`src/rtl/ws_rx_pkg.sv`:
```
// Shared types, timing defaults and helpers for the WS2812 receive path.
// Build option: WS_RX_GLITCH_FILTER_EN enables the 3-sample input majority filter.
package ws_rx_pkg;

  typedef struct packed {
    logic [7:0] g;
    logic [7:0] r;
    logic [7:0] b;
  } grb_t;

  typedef enum logic [1:0] {
    SYNC = 2'd0,
    LOW  = 2'd1,
    HIGH = 2'd2
  } state_e;

  // Nominal line timings, also used by the LED serializer.
  localparam int DEF_SYS_FREQ_MHZ = 100;
  localparam int DEF_THRESH_NS    = 625;
  localparam int DEF_MAX_HIGH_NS  = 1250;
  localparam int DEF_RESET_NS     = 50000;
  localparam int DEF_MAX_PIXELS   = 64;
  localparam int DEF_T1H_NS       = 800;
  localparam int DEF_T1L_NS       = 450;
  localparam int DEF_T0H_NS       = 400;
  localparam int DEF_T0L_NS       = 850;

  function automatic int ns_to_cyc(input int ns, input int freq_mhz);
    return (ns * freq_mhz) / 1000;
  endfunction

endpackage

```
`src/rtl/ws_rx_edge_sync.sv`:
```
// Synchronizes raw din into clk, optionally majority-filters it, and emits edge strobes.
// Build option: WS_RX_GLITCH_FILTER_EN adds the 3-sample majority filter (+2 cycles latency).
module ws_rx_edge_sync (
  input  logic clk,
  input  logic reset_n,
  input  logic din,
  output logic level,
  output logic rise,
  output logic fall
);

  logic [1:0] sync_q, sync_d;
  logic       prev_q, prev_d;

`ifdef WS_RX_GLITCH_FILTER_EN
  logic [1:0] hist_q, hist_d;
  logic       filt_q, filt_d;

  // Two of three samples must agree, so a single-cycle pulse never reaches level.
  always_comb begin
    hist_d = {hist_q[0], sync_q[1]};
    filt_d = (sync_q[1] & hist_q[0]) | (sync_q[1] & hist_q[1]) | (hist_q[0] & hist_q[1]);
  end

  always_ff @(posedge clk or negedge reset_n) begin
    if (!reset_n) begin
      hist_q <= 2'b00;
      filt_q <= 1'b0;
    end else begin
      hist_q <= hist_d;
      filt_q <= filt_d;
    end
  end

  assign level = filt_q;
`else
  assign level = sync_q[1];
`endif

  always_comb begin
    sync_d = {sync_q[0], din};
    prev_d = level;
  end

  always_ff @(posedge clk or negedge reset_n) begin
    if (!reset_n) begin
      sync_q <= 2'b00;
      prev_q <= 1'b0;
    end else begin
      sync_q <= sync_d;
      prev_q <= prev_d;
    end
  end

  assign rise = level & ~prev_q;
  assign fall = ~level & prev_q;

endmodule

```
`src/rtl/ws2812_stream_decoder.sv`:
```
// Decodes a WS2812 NRZ pulse-width stream into 24-bit GRB pixels with frame and error reporting.
// Build option: WS_RX_GLITCH_FILTER_EN (see ws_rx_edge_sync) adds 2 cycles to every latency.
module ws2812_stream_decoder
  import ws_rx_pkg::*;
#(
  parameter int SYS_FREQ_MHZ = DEF_SYS_FREQ_MHZ,
  parameter int THRESH_NS    = DEF_THRESH_NS,
  parameter int MAX_HIGH_NS  = DEF_MAX_HIGH_NS,
  parameter int RESET_NS     = DEF_RESET_NS,
  parameter int MAX_PIXELS   = DEF_MAX_PIXELS,
  parameter int IW           = $clog2(MAX_PIXELS)
) (
  input  logic          clk,
  input  logic          reset_n,
  input  logic          din,
  output logic [23:0]   pixel_data,
  output logic          pixel_valid,
  output logic [IW-1:0] pixel_index,
  output logic          frame_done,
  output logic [IW:0]   frame_pixels,
  output logic          err,
  input  logic          err_clr,
  output state_e        dbg_state
);

  localparam int THRESH_CYC   = ns_to_cyc(THRESH_NS, SYS_FREQ_MHZ);
  localparam int MAX_HIGH_CYC = ns_to_cyc(MAX_HIGH_NS, SYS_FREQ_MHZ);
  localparam int RESET_CYC    = ns_to_cyc(RESET_NS, SYS_FREQ_MHZ);
  localparam int HCW          = $clog2(MAX_HIGH_CYC + 2);
  localparam int LCW          = $clog2(RESET_CYC + 1);
  localparam int PW           = IW + 1;

  localparam logic [HCW-1:0] THRESH_C = HCW'(THRESH_CYC);
  localparam logic [HCW-1:0] MAXH_C   = HCW'(MAX_HIGH_CYC);
  localparam logic [LCW-1:0] RESET_C  = LCW'(RESET_CYC);
  localparam logic [LCW-1:0] RESET_M1 = LCW'(RESET_CYC - 1);
  localparam logic [PW-1:0]  PIX_MAX  = PW'(MAX_PIXELS);

  logic level, rise, fall;

  ws_rx_edge_sync u_edge (
    .clk     (clk),
    .reset_n (reset_n),
    .din     (din),
    .level   (level),
    .rise    (rise),
    .fall    (fall)
  );

  state_e          state_q, state_d;
  logic [HCW-1:0]  high_cnt_q, high_cnt_d;
  logic [LCW-1:0]  low_cnt_q, low_cnt_d;
  logic [4:0]      bit_cnt_q, bit_cnt_d;
  logic [23:0]     shift_q, shift_d;
  logic [PW-1:0]   pixel_cnt_q, pixel_cnt_d;
  grb_t            pixel_data_q, pixel_data_d;
  logic            pixel_valid_q, pixel_valid_d;
  logic [IW-1:0]   pixel_index_q, pixel_index_d;
  logic            frame_done_q, frame_done_d;
  logic [IW:0]     frame_pixels_q, frame_pixels_d;
  logic            err_q, err_d;
  logic            err_set;
  logic            bit_val;
  logic [23:0]     new_word;

  always_comb begin
    state_d        = state_q;
    high_cnt_d     = high_cnt_q;
    low_cnt_d      = low_cnt_q;
    bit_cnt_d      = bit_cnt_q;
    shift_d        = shift_q;
    pixel_cnt_d    = pixel_cnt_q;
    pixel_data_d   = pixel_data_q;
    pixel_valid_d  = 1'b0;
    pixel_index_d  = pixel_index_q;
    frame_done_d   = 1'b0;
    frame_pixels_d = frame_pixels_q;
    err_set        = 1'b0;
    bit_val        = (high_cnt_q >= THRESH_C);
    new_word       = {shift_q[22:0], bit_val};

    case (state_q)
      SYNC: begin
        if (level) begin
          low_cnt_d = '0;
        end else if (low_cnt_q == RESET_M1) begin
          // Arrive in LOW with the count already saturated so arming never reports a frame.
          low_cnt_d = RESET_C;
          state_d   = LOW;
        end else begin
          low_cnt_d = low_cnt_q + LCW'(1);
        end
      end

      LOW: begin
        if (rise) begin
          state_d    = HIGH;
          high_cnt_d = HCW'(1);
        end else if (low_cnt_q != RESET_C) begin
          low_cnt_d = low_cnt_q + LCW'(1);
          if (low_cnt_q == RESET_M1) begin
            if ((pixel_cnt_q != '0) || (bit_cnt_q != '0)) begin
              frame_done_d   = 1'b1;
              frame_pixels_d = pixel_cnt_q;
              pixel_cnt_d    = '0;
              pixel_index_d  = '0;
            end
            if (bit_cnt_q != '0) begin
              err_set   = 1'b1;
              bit_cnt_d = '0;
            end
          end
        end
      end

      HIGH: begin
        if (high_cnt_q > MAXH_C) begin
          err_set     = 1'b1;
          bit_cnt_d   = '0;
          pixel_cnt_d = '0;
          low_cnt_d   = '0;
          state_d     = SYNC;
        end else if (fall) begin
          state_d   = LOW;
          low_cnt_d = LCW'(1);
          shift_d   = new_word;
          if (bit_cnt_q == 5'd23) begin
            bit_cnt_d = '0;
            if (pixel_cnt_q != PIX_MAX) begin
              pixel_valid_d = 1'b1;
              pixel_data_d  = grb_t'(new_word);
              pixel_index_d = pixel_cnt_q[IW-1:0];
              pixel_cnt_d   = pixel_cnt_q + PW'(1);
            end else begin
              err_set = 1'b1;
            end
          end else begin
            bit_cnt_d = bit_cnt_q + 5'd1;
          end
        end else begin
          high_cnt_d = high_cnt_q + HCW'(1);
        end
      end

      default: state_d = SYNC;
    endcase

    // A new error in the same cycle as err_clr keeps the flag set.
    if (err_set)      err_d = 1'b1;
    else if (err_clr) err_d = 1'b0;
    else              err_d = err_q;
  end

  always_ff @(posedge clk or negedge reset_n) begin
    if (!reset_n) begin
      state_q        <= SYNC;
      high_cnt_q     <= '0;
      low_cnt_q      <= '0;
      bit_cnt_q      <= '0;
      shift_q        <= '0;
      pixel_cnt_q    <= '0;
      pixel_data_q   <= '0;
      pixel_valid_q  <= 1'b0;
      pixel_index_q  <= '0;
      frame_done_q   <= 1'b0;
      frame_pixels_q <= '0;
      err_q          <= 1'b0;
    end else begin
      state_q        <= state_d;
      high_cnt_q     <= high_cnt_d;
      low_cnt_q      <= low_cnt_d;
      bit_cnt_q      <= bit_cnt_d;
      shift_q        <= shift_d;
      pixel_cnt_q    <= pixel_cnt_d;
      pixel_data_q   <= pixel_data_d;
      pixel_valid_q  <= pixel_valid_d;
      pixel_index_q  <= pixel_index_d;
      frame_done_q   <= frame_done_d;
      frame_pixels_q <= frame_pixels_d;
      err_q          <= err_d;
    end
  end

  assign pixel_data   = pixel_data_q;
  assign pixel_valid  = pixel_valid_q;
  assign pixel_index  = pixel_index_q;
  assign frame_done   = frame_done_q;
  assign frame_pixels = frame_pixels_q;
  assign err          = err_q;
  assign dbg_state    = state_q;

endmodule

```
`config.mk`:
```
export PLATFORM = sky130hd
export DESIGN_NAME = ws2812_stream_decoder
export DESIGN_NICKNAME = d
export VERILOG_FILES = /design/src/rtl/ws_rx_pkg.sv /design/src/rtl/ws_rx_edge_sync.sv /design/src/rtl/ws2812_stream_decoder.sv
export SDC_FILE = /design/constraint.sdc
export NUM_CORES = 1
export LEC_CHECK = 0
export CAP_MARGIN = 20
export CORE_MARGIN = 3
export CORE_UTILIZATION = 41
export CTS_BUF_LIST = sky130_fd_sc_hd__clkbuf_16
export CTS_CLUSTER_SIZE = 16
export DETAILED_ROUTE_END_ITERATION = 16
export PLACE_DENSITY = 0.62
export SYNTH_ARGS = -nofsm -noshare
export SYNTH_HDL_FRONTEND = slang
export SYNTH_SLANG_ARGS = --single-unit
```
`constraint.sdc`:
```
create_clock -name clk -period 3.55 [get_ports clk]
set_input_delay 0.8875 -clock clk [delete_from_list [all_inputs] [get_ports clk]]
set_output_delay 0.8875 -clock clk [all_outputs]
set_load 0.1 [all_outputs]
```
==> Word-level counts from Yosys, hierarchy flattened <==
Cells that the tools add are included.
{ "op_classes": {"addsub": 4, "n_lt_le_gt_ge": 2, "n_eq_ne": 22, "mux": 64, "bitwise_logic": 6, "n_reduce_logical": 16} }
{ "op_table": {"columns": ["operator", "count"], "rows": [
  ["13-bit 2-to-1 mux", 6],
  ["7-bit 2-to-1 mux", 11],
  ["6-bit 2-to-1 mux", 8],
  ["13-bit case mux with 3 select lines", 1],
  ["5-bit 2-to-1 mux", 7],
  ["7-bit case mux with 2 select lines", 2],
  ["2-bit inequality test, second input constant", 13],
  ["1-bit 2-to-1 mux", 20],
  ["7-bit by 1-bit adder with 7-bit output, second input constant", 2],
  ["13-bit by 1-bit adder with 13-bit output, second input constant", 1],
  ["13-bit equality test, second input constant", 1],
  ["13-bit inequality test, second input constant", 1],
  ["6-bit case mux with 2 select lines", 1],
  ["4-bit AND reduction", 3],
  ["2-bit 2-to-1 mux", 5],
  ["5-bit case mux with 2 select lines", 1],
  ["5-bit AND reduction", 2],
  ["3-bit inequality test, second input constant", 3],
  ["9-bit AND reduction", 1],
  ["8-bit AND reduction", 1],
  ["7-bit by 6-bit greater-or-equal comparator with 1-bit output, second input constant", 1],
  ["7-bit > comparator, second input constant", 1],
  ["7-bit inequality test, second input constant", 1],
  ["7-bit nonzero test", 1],
  ["15 further kinds", 20]
]} }
{ "word_totals": {"reg_bits": 100, "inputBits": 4, "output_inout_bits": 42, "elab_cells": 130} }

==> Logic depth before layout (Yosys ltp) <==
Gate-level depths: netlist of the first run.
{ "depth": {"word_depth": 7, "depth_mapped": 9, "ltp_nobuf": 7} }

==> Cells and area by module <==
A second synthesis of the first run with hierarchy kept.
{ "hier_totals": {"cells_unflattened": 409, "hier_area_um2": 4674.5} }
{ "by_module_without_submodules": {"columns": ["module", "instances", "cells_per_inst", "area_each_um2", "seq_area_each_um2"], "rows": [
  ["ws2812_stream_decoder", 1, 404, 4584.4, 2427.3],
  ["ws_rx_edge_sync", 1, 5, 90.1, 75.1]
]} }

==> Worst setup path after synthesis of the first run <==
OpenSTA, ideal clock, no wires.
{ "synth_timing": {"path_type": "register to register", "from": "register state_q[1] (netlist: dbg_state[1])", "to": "register pixel_data_q, in the netlist pixel_data[15]", "setup_ns": 0.125, "arrival_ns": 3.088, "t_required_ns": 3.425, "slack_ns": 0.336, "path_stages_with_launch": 7, "n_path_buf": 2, "synth_period_minus_slack_ns": 3.214, "cell_sequence": "dfrtp_1 > ha_1 > clkbuf_1 > o31ai_1 > nor3_1 > clkbuf_1 > mux2_2"} }
{ "synth_via": {"elab_chain_cells": 2} }
{ "synth_lines": {"columns": ["element", "line_no", "text"], "rows": [
  ["start: declaration", "ws2812_stream_decoder.sv:50", "state_e state_q, state_d;"],
  ["start signal: assignment", "ws2812_stream_decoder.sv:169", "state_q <= state_d;"],
  ["2-bit equality test", "ws2812_stream_decoder.sv:82", "case (state_q)"],
  ["5-bit AND reduction (no line)", null, null],
  ["end signal: assignment", "ws2812_stream_decoder.sv:175", "pixel_data_q <= pixel_data_d;"],
  ["end: declaration", "ws2812_stream_decoder.sv:56", "grb_t pixel_data_q, pixel_data_d;"]
]} }
Every way passes these cells.
A chain may end at the register's enable or synchronous reset.

==> Worst setup path in the final report of the first run <==
{ "layout_timing": {"from": "register low_cnt_q[5]", "to": "register pixel_index_q[4] (netlist: pixel_index[4])"} }
{ "layout_via": {"elab_chain_cells": 3, "word_cells_on_any_way": 5, "cone_classes": "4 x eq/ne; 1 x reduce/logical"} }
{ "layout_lines": {"columns": ["element", "line_no", "text"], "rows": [
  ["start: declaration", "ws2812_stream_decoder.sv:52", "logic [LCW-1:0] low_cnt_q, low_cnt_d;"],
  ["start signal: assignment", "ws2812_stream_decoder.sv:171", "low_cnt_q <= low_cnt_d;"],
  ["13-bit equality test / 13-bit inequality test (equally long branches)", "ws2812_stream_decoder.sv:101, ws2812_stream_decoder.sv:99", null],
  ["2-bit inequality test (no line)", null, null],
  ["9-bit AND reduction (no line) *", null, null],
  ["end signal: assignment", "ws2812_stream_decoder.sv:177", "pixel_index_q <= pixel_index_d;"],
  ["end: declaration", "ws2812_stream_decoder.sv:58", "logic [IW-1:0] pixel_index_q, pixel_index_d;"]
]} }
Mark *: on every way between the ends. The rest lies on a longest branch, timed or not.

==> results.sh, run 1 <==
export IMPL_max_slew_worst_pin_slew_ns=0.800
export IMPL_final_max_slew_violation_count=0
export IMPL_postSynth_topFlopCell="sky130_fd_sc_hd__dfrtp_1"
export IMPL_syn_mean_instance_area_um2=11.0
export IMPL_p_sw_uw=472
export IMPL_dp_cells=608
export IMPL_cts_hold_buf=0
export IMPL_synthXorXnorAreaFrac=0
export IMPL_vias_per_cell=5.64
export IMPL_drt_iter0_markers=255
export IMPL_antenna_cells_inserted=0
export IMPL_postSynthRegisterBits=100
export IMPL_setup_worst_path_start_class="flop"
export IMPL_critPathMaxFanout=10
export IMPL_clk_latency_ns=0.35
export IMPL_intPower_mw=1.63
export IMPL_route_detailed_drc=0
export IMPL_synthesis_instances=435
export IMPL_syn2layout_area_growth_pct=16.1
export IMPL_status="completed"
export IMPL_power_density_nw_per_um2=378
export IMPL_cpPeakStageDelay_ns=0.69
export IMPL_syn_cell_area_um2=4790
export IMPL_worst_slack_ns=0.529
export IMPL_power_mw=2.10
export IMPL_route_vias_total=3522
export IMPL_gp_congestion=0.852
export IMPL_yosysUniqueCellTypes=50
export IMPL_antenna_found_initial=0
export IMPL_layout_cells_most_common_list="sky130_fd_sc_hd__dfrtp_1, sky130_fd_sc_hd__buf_4, sky130_fd_sc_hd__mux2_2"
export IMPL_die_width_um=114
export IMPL_cp_data_arrival_time_ns=3.28
export IMPL_cellLeakagePower_nw=2.60
export IMPL_share_of_synthesized_cell_area_in_full_adder_half_adder_and_majority_cells=0.0340
export IMPL_nets_in_the_synthesized_netlist=452
export IMPL_yosys_warnings=0
export IMPL_grt_remaining_overflow=0
export IMPL_cts_reportedPaths_clkPinSlew_ns=0.07
export IMPL_maxSlewHeadroom=0.459
export IMPL_cts_tree="yes"
export IMPL_commonest_non_fill_non_tap_cell_in_the_layout="sky130_fd_sc_hd__dfrtp_1"
export IMPL_ctsHtreeMaxLevel=3
export IMPL_drt_wl_total_mm=10.5
export IMPL_final_core_utilization=0.500
export IMPL_fin_crit_ns=3.02
export IMPL_hold_viol=0
export IMPL_postSynth_asyncResetShare=1.00
export IMPL_share_of_total_power_in_the_clock_network=0.429
export IMPL_synth_edff_count=0
export IMPL_io_pins=46
export IMPL_grt_pass1_vias=3547
export IMPL_synth_sequential_area_ratio=0.522
export IMPL_synth_compound_area_frac=0.130
export IMPL_routedWlPerCell_um=16.9
export IMPL_setup_viol=0
export IMPL_synth_top_family_by_area="simple AND/OR/NAND/NOR gates"
export IMPL_synth_mux_area_frac=0.136
export IMPL_timing_hold_worst_class="flop to flop"
export IMPL_core_region_area_um2=11100
export IMPL_worst_clock_skew_ns=0.00570
export IMPL_vdd_drop_max_mv=0.334
export IMPL_critPathSlowestCell="sky130_fd_sc_hd__or4_1"
export IMPL_final_cell_count_no_fill=624
export IMPL_port_buffers=45
export IMPL_synthDominantCellAreaShare=0.522
export IMPL_placement_rows=38
export IMPL_cts_root_buffer="sky130_fd_sc_hd__clkbuf_16"
export IMPL_fraction_of_layout_instances_using_a_drive_strength_above_1=0.248
export IMPL_cts_sinks=100
export IMPL_cp_required_ns=3.81
export IMPL_clock_path_buffers=2
export IMPL_postCtsSetupRepairBufs=0
export IMPL_synth_largest_area_cell="sky130_fd_sc_hd__dfrtp_1"
export IMPL_yosys_top_cells_area="sky130_fd_sc_hd__dfrtp_1, sky130_fd_sc_hd__mux2_2, sky130_fd_sc_hd__ha_1"
export IMPL_die_h_um=114
export IMPL_number_of_nets_with_antenna_violations_after_detailed_routing=0
export IMPL_grt_start_max_net_pins=46
export IMPL_timing_setup_tns_ns=0
export IMPL_post_place_ws_ns=0.548
export IMPL_nNetsFinal=496
export IMPL_synthSimpleGateAreaFrac=0.140
export IMPL_grt_first_pass_wirelength_mm=17.3
export IMPL_cts_resized=0
export IMPL_end_kind="flop"
export IMPL_power_combinational_fraction=0.024
export IMPL_dpl_hpwl_mm=7.31
export IMPL_max_cap_violations=0
export IMPL_min_period_over_period=0.851
export IMPL_switching_share=0.225
export IMPL_timing_worst_setup_path_type="flop to flop"
export IMPL_max_clock_freq_mhz=331
export IMPL_initial_utilization=0.431
export IMPL_grt_setup_unrepaired="no"
export IMPL_num_fill_cells=1001
export IMPL_floorplan_die_area_um2=13000
export IMPL_power_share_sequential=0.547
export IMPL_cp_cell_sequence="or4b_4, or4_1, o31a_1, or3_1, mux2i_1"
export IMPL_firstDrtPassIters=5
export IMPL_inserted_clock_buffers=9
export IMPL_grtUsageTotal=0.167
flip-flops by register name (all words and copies together), names as in the netlist:
register	flops
dbg_state	2
pixel_data	24
frame_pixels	7
pixel_valid	1
frame_done	1
high_cnt_q	7
pixel_index	6
pixel_cnt_q	7
u_edge.prev_q	1
low_cnt_q	13
bit_cnt_q	5
shift_q	23
err	1
u_edge.sync_q	2
layout make-up:
| cell class | instances | area, um2 | area share |
|---|---|---|---|
| sequential | 100 | 2500 | 0.450 |
| multi-input combinational | 290 | 2110 | 0.380 |
| timing repair buffer | 54 | 410 | 0.0738 |
| clock buffer | 9 | 225 | 0.0405 |
| tap | 140 | 175 | 0.0315 |
| inverter | 24 | 90.1 | 0.0162 |
| clock inverter | 7 | 45.0 | 0.00810 |
worst max-delay path: cells and delay by family (launching register included):
family          cells  cell delay (ns)
simple gates        3             1.83
flops               1             0.45
compound gates      1             0.41
mux                 1             0.23
metrics by stage:
stage | hold WS (ns) | cell area, um2
after CTS | 0.353 | 5560
after global routing | 0.376 | 5560
final | 0.350 | 5560
after global placement | 0.343 | 5290
after detailed placement | 0.335 | 5290
after floorplan | 0.331 | 4790
Yosys cell counts, drive strengths merged, types with 5 or more instances:
master	number
o41ai	5
o31ai	21
or4	7
clkbuf	16
nand2	29
dfrtp	100
ha	13
a21oi	15
o31a	5
or3	8
o21ai	31
mux2i	9
buf	5
nand2b	6
mux2	50
nand3	17
nor2	21
nor4	7
inv	24
logic make-up after synthesis:
group	Yosys count
mux	59
fa+ha+maj	13
flops	100
simple gates	123
buf+inv	45
compound gates	95
final timing paths:
kind,start,to,slack (ns),depth (start not counted)
max in group asynchronous,reset_n,low_cnt_q[11]$_DFFE_PN0P_,2.30,2
min in group asynchronous,reset_n,pixel_data[5]$_DFFE_PN0P_,0.54,1
worst max register to register,low_cnt_q[5]$_DFFE_PN0P_,pixel_index[4]$_DFFE_PN0P_,0.53,5
worst min-delay path,u_edge.sync_q[0]$_DFF_PN0_,u_edge.sync_q[1]$_DFF_PN0_,0.35,0
worst max-delay path,low_cnt_q[5]$_DFFE_PN0P_,pixel_index[4]$_DFFE_PN0P_,0.53,5
worst min register to register,u_edge.sync_q[0]$_DFF_PN0_,u_edge.sync_q[1]$_DFF_PN0_,0.35,0
per-layer routing:
metal | global-route usage | share of wire | vias to the layer above
met5 | 0 | 0 | -
met2 | 0.259 | 0.47 | 109
met4 | 0.0554 | 0.014 | 0
li1 | - | - | 1674
met3 | 0.0645 | 0.065 | 17
met1 | 0.217 | 0.45 | 1722
power groups by stage:
stage | logic (mW) | clock network [mW] | registers (mW)
after floorplan | 0.0186 | 0 | 1.17
after detailed placement | 0.0519 | 0 | 1.17
final | 0.0507 | 0.900 | 1.15
after global placement | 0.0509 | 0 | 1.17
after CTS | 0.0521 | 0.936 | 1.15
after global routing | 0.0579 | 0.976 | 1.15
No activity file was read; power rests on OpenSTA's default activity.
==> run 2, diff against run 1 <==
--- a/config.mk
+++ b/config.mk
@@ -11,7 +11,9 @@
 export CTS_BUF_LIST = sky130_fd_sc_hd__clkbuf_16
 export CTS_CLUSTER_SIZE = 16
 export DETAILED_ROUTE_END_ITERATION = 16
+export GPL_ROUTABILITY_DRIVEN = 0
 export PLACE_DENSITY = 0.62
 export SYNTH_ARGS = -nofsm -noshare
 export SYNTH_HDL_FRONTEND = slang
 export SYNTH_SLANG_ARGS = --single-unit
+export TNS_END_PERCENT = 1
==> results of run 2 <==
Same layout as run 1: the final DEF is identical, and so are final timing and power.
==> run 3, diff against run 2 <==
--- a/config.mk
+++ b/config.mk
@@ -6,12 +6,12 @@
 export NUM_CORES = 1
 export LEC_CHECK = 0
 export CAP_MARGIN = 20
+export CORE_ASPECT_RATIO = 1.75
 export CORE_MARGIN = 3
 export CORE_UTILIZATION = 41
 export CTS_BUF_LIST = sky130_fd_sc_hd__clkbuf_16
 export CTS_CLUSTER_SIZE = 16
 export DETAILED_ROUTE_END_ITERATION = 16
-export GPL_ROUTABILITY_DRIVEN = 0
 export PLACE_DENSITY = 0.62
 export SYNTH_ARGS = -nofsm -noshare
 export SYNTH_HDL_FRONTEND = slang
==> run 3 against run 2 <==
Net effect:
- critical path type unchanged
- wire length fell by 0.34%
- first-iteration DRC count fell by 35%
- maximum frequency rose by 0.50%
- register-to-register slack barely moved
- combinational power fell by 1%
- utilization fell by 0.46 points
- sequential share of layout area fell by 0.26 points
- via count rose by 0.77%
- total power rose by 5.5%
- sequential power barely moved
- cell count fell by 1.4%
==> results.sh, run 3 (synthesis gave the netlist of run 1 again) <==
export IMPL_core_region_area_um2=11300
export IMPL_power_share_sequential=0.518
export IMPL_cp_data_arrival_time_ns=3.22
export IMPL_grt_setup_unrepaired="no"
export IMPL_worst_clock_skew_ns=0.00790
export IMPL_ctsHtreeMaxLevel=3
export IMPL_route_detailed_drc=0
export IMPL_die_h_um=149
export IMPL_final_cell_count_no_fill=615
export IMPL_reg2reg_to="pixel_index[0]$_DFFE_PN0P_"
export IMPL_dpl_cell_area_um2=5290
export IMPL_largest_reg_flops=24
export IMPL_end_kind="flop"
export IMPL_critPathMaxFanout=10
export IMPL_syn2layout_area_growth_pct=16.8
export IMPL_drt_wl_total_mm=10.5
export IMPL_dpl_hpwl_mm=7.33
export IMPL_power_density_nw_per_um2=396
export IMPL_worst_hold_path_endpoint="u_edge.sync_q[1]$_DFF_PN0_"
export IMPL_nNetsFinal=495
export IMPL_placement_rows=51
export IMPL_timing_setup_tns_ns=0
export IMPL_final_max_slew_violation_count=0
export IMPL_gp_congestion=0.834
export IMPL_postCtsSetupRepairBufs=0
export IMPL_timing_rr_start="low_cnt_q[5]$_DFFE_PN0P_"
export IMPL_worst_slack_ns=0.544
export IMPL_routedWlPerCell_um=17.0
export IMPL_layout_cells_most_common_list="sky130_fd_sc_hd__dfrtp_1, sky130_fd_sc_hd__buf_4, sky130_fd_sc_hd__mux2_2"
export IMPL_number_of_nets_with_antenna_violations_after_detailed_routing=0
export IMPL_intPower_mw=1.71
export IMPL_firstDrtPassIters=7
export IMPL_dp_cells=599
export IMPL_cts_root_buffer="sky130_fd_sc_hd__clkbuf_16"
export IMPL_io_pins=46
export IMPL_cts_resized=0
export IMPL_p_sw_uw=501
export IMPL_grt_remaining_overflow=0
export IMPL_cpPeakStageDelay_ns=0.69
export IMPL_antenna_found_initial=0
export IMPL_vias_per_cell=5.77
export IMPL_cts_hold_buf=0
export IMPL_max_slew_worst_pin_slew_ns=0.837
export IMPL_cts_sinks=100
export IMPL_critical_path_buf_inv_count=0
export IMPL_status="completed"
export IMPL_switching_share=0.226
export IMPL_power_combinational_fraction=0.023
export IMPL_r2r_setup_slack_ns=0.54
export IMPL_max_clock_freq_mhz=333
export IMPL_initial_utilization=0.424
export IMPL_vdd_drop_max_mv=0.344
export IMPL_port_buffers=45
export IMPL_commonest_non_fill_non_tap_cell_in_the_layout="sky130_fd_sc_hd__dfrtp_1"
export IMPL_fin_crit_ns=3.01
export IMPL_min_period_over_period=0.847
export IMPL_antenna_cells_inserted=0
export IMPL_clock_path_buffers=2
export IMPL_setup_viol=0
export IMPL_cpLargestDelayFamily="simple AND/OR/NAND/NOR gates"
export IMPL_max_cap_violations=0
export IMPL_die_width_um=87.7
export IMPL_grt_start_max_net_pins=54
export IMPL_floorplan_die_area_um2=13100
export IMPL_route_vias_total=3549
export IMPL_critPathSlowestCell="sky130_fd_sc_hd__or4_1"
export IMPL_grt_first_pass_wirelength_mm=17.8
export IMPL_timing_hold_worst_class="flop to flop"
export IMPL_cp_required_ns=3.77
export IMPL_cp_cell_sequence="or4b_4, or4_1, o31a_1, or3_1, mux2i_1"
export IMPL_final_cell_area_excluding_filler_cells_um2=5590
export IMPL_fraction_of_layout_instances_using_a_drive_strength_above_1=0.253
export IMPL_grt_pass1_vias=3723
export IMPL_cts_reportedPaths_clkPinSlew_ns=0.07
export IMPL_hold_start="u_edge.sync_q[0]$_DFF_PN0_"
export IMPL_worstRegToRegCells=5
export IMPL_drt_iter0_markers=165
export IMPL_setup_worst_path_start_class="flop"
export IMPL_inserted_clock_buffers=9
export IMPL_clk_latency_ns=0.35
export IMPL_holdPathStages=0
export IMPL_timing_worst_setup_path_type="flop to flop"
export IMPL_share_of_total_power_in_the_clock_network=0.459
export IMPL_maxSlewHeadroom=0.442
export IMPL_hold_viol=0
export IMPL_cellLeakagePower_nw=2.61
export IMPL_post_place_ws_ns=0.577
export IMPL_cts_tree="yes"
export IMPL_grtUsageTotal=0.172
-- run 3: worst reg2reg max path, stage by stage (launching register included) --
cell and delay, ns:
sky130_fd_sc_hd__dfrtp_1 0.45, sky130_fd_sc_hd__or4b_4 0.60, sky130_fd_sc_hd__or4_1 0.69, sky130_fd_sc_hd__o31a_1 0.41
sky130_fd_sc_hd__or3_1 0.55, sky130_fd_sc_hd__mux2i_1 0.18
-- run 3: power groups by stage --
stage	registers [mW]	clock network [mW]	logic, mW
finish	1.15	1.02	0.0502
global route	1.15	1.08	0.0585
CTS	1.15	1.04	0.0527
detailed placement	1.17	0	0.0522
global placement	1.17	0	0.0507
floorplan	1.17	0	0.0186
-- run 3: worst max-delay path by stage --
stage	depth (start not counted)	start	slack, ns	end
after floorplan	6	dbg_state[1]$_DFFE_PN0P_	0.34	pixel_data[15]$_DFFE_PN0P_
after global placement	5	low_cnt_q[5]$_DFFE_PN0P_	0.63	pixel_index[0]$_DFFE_PN0P_
after detailed placement	5	low_cnt_q[5]$_DFFE_PN0P_	0.58	pixel_index[0]$_DFFE_PN0P_
after CTS	5	low_cnt_q[5]$_DFFE_PN0P_	0.57	pixel_index[0]$_DFFE_PN0P_
after global routing	5	low_cnt_q[5]$_DFFE_PN0P_	0.40	pixel_index[0]$_DFFE_PN0P_
final	5	low_cnt_q[5]$_DFFE_PN0P_	0.54	pixel_index[0]$_DFFE_PN0P_
-- run 3: per-layer routing --
| layer | track usage | vias up | share of wire |
|---|---|---|---|
| li1 | - | 1676 | - |
| met1 | 0.196 | 1766 | 0.40 |
| met2 | 0.304 | 92 | 0.54 |
| met3 | 0.0354 | 15 | 0.039 |
| met4 | 0.0722 | 0 | 0.017 |
| met5 | 0 | - | 0 |
-- run 3: final cells by class --
| cell class | instances | area, um2 |
|---|---|---|
| fill | 1018 | 5700 |
| sequential | 100 | 2500 |
| multi-input combinational | 290 | 2110 |
| timing repair buffer | 53 | 415 |
| clock buffer | 9 | 225 |
| tap | 132 | 165 |
| inverter | 24 | 90.1 |
| clock inverter | 7 | 82.6 |
-- run 3: per-stage QoR --
stage / power (mW) / utilization / hold slack (ns)
after floorplan: 1.19 / - / 0.331
after global placement: 1.22 / 0.468 / 0.336
after detailed placement: 1.22 / 0.468 / 0.342
after CTS: 2.25 / 0.495 / 0.357
after global routing: 2.29 / 0.495 / 0.372
final: 2.22 / 0.495 / 0.357
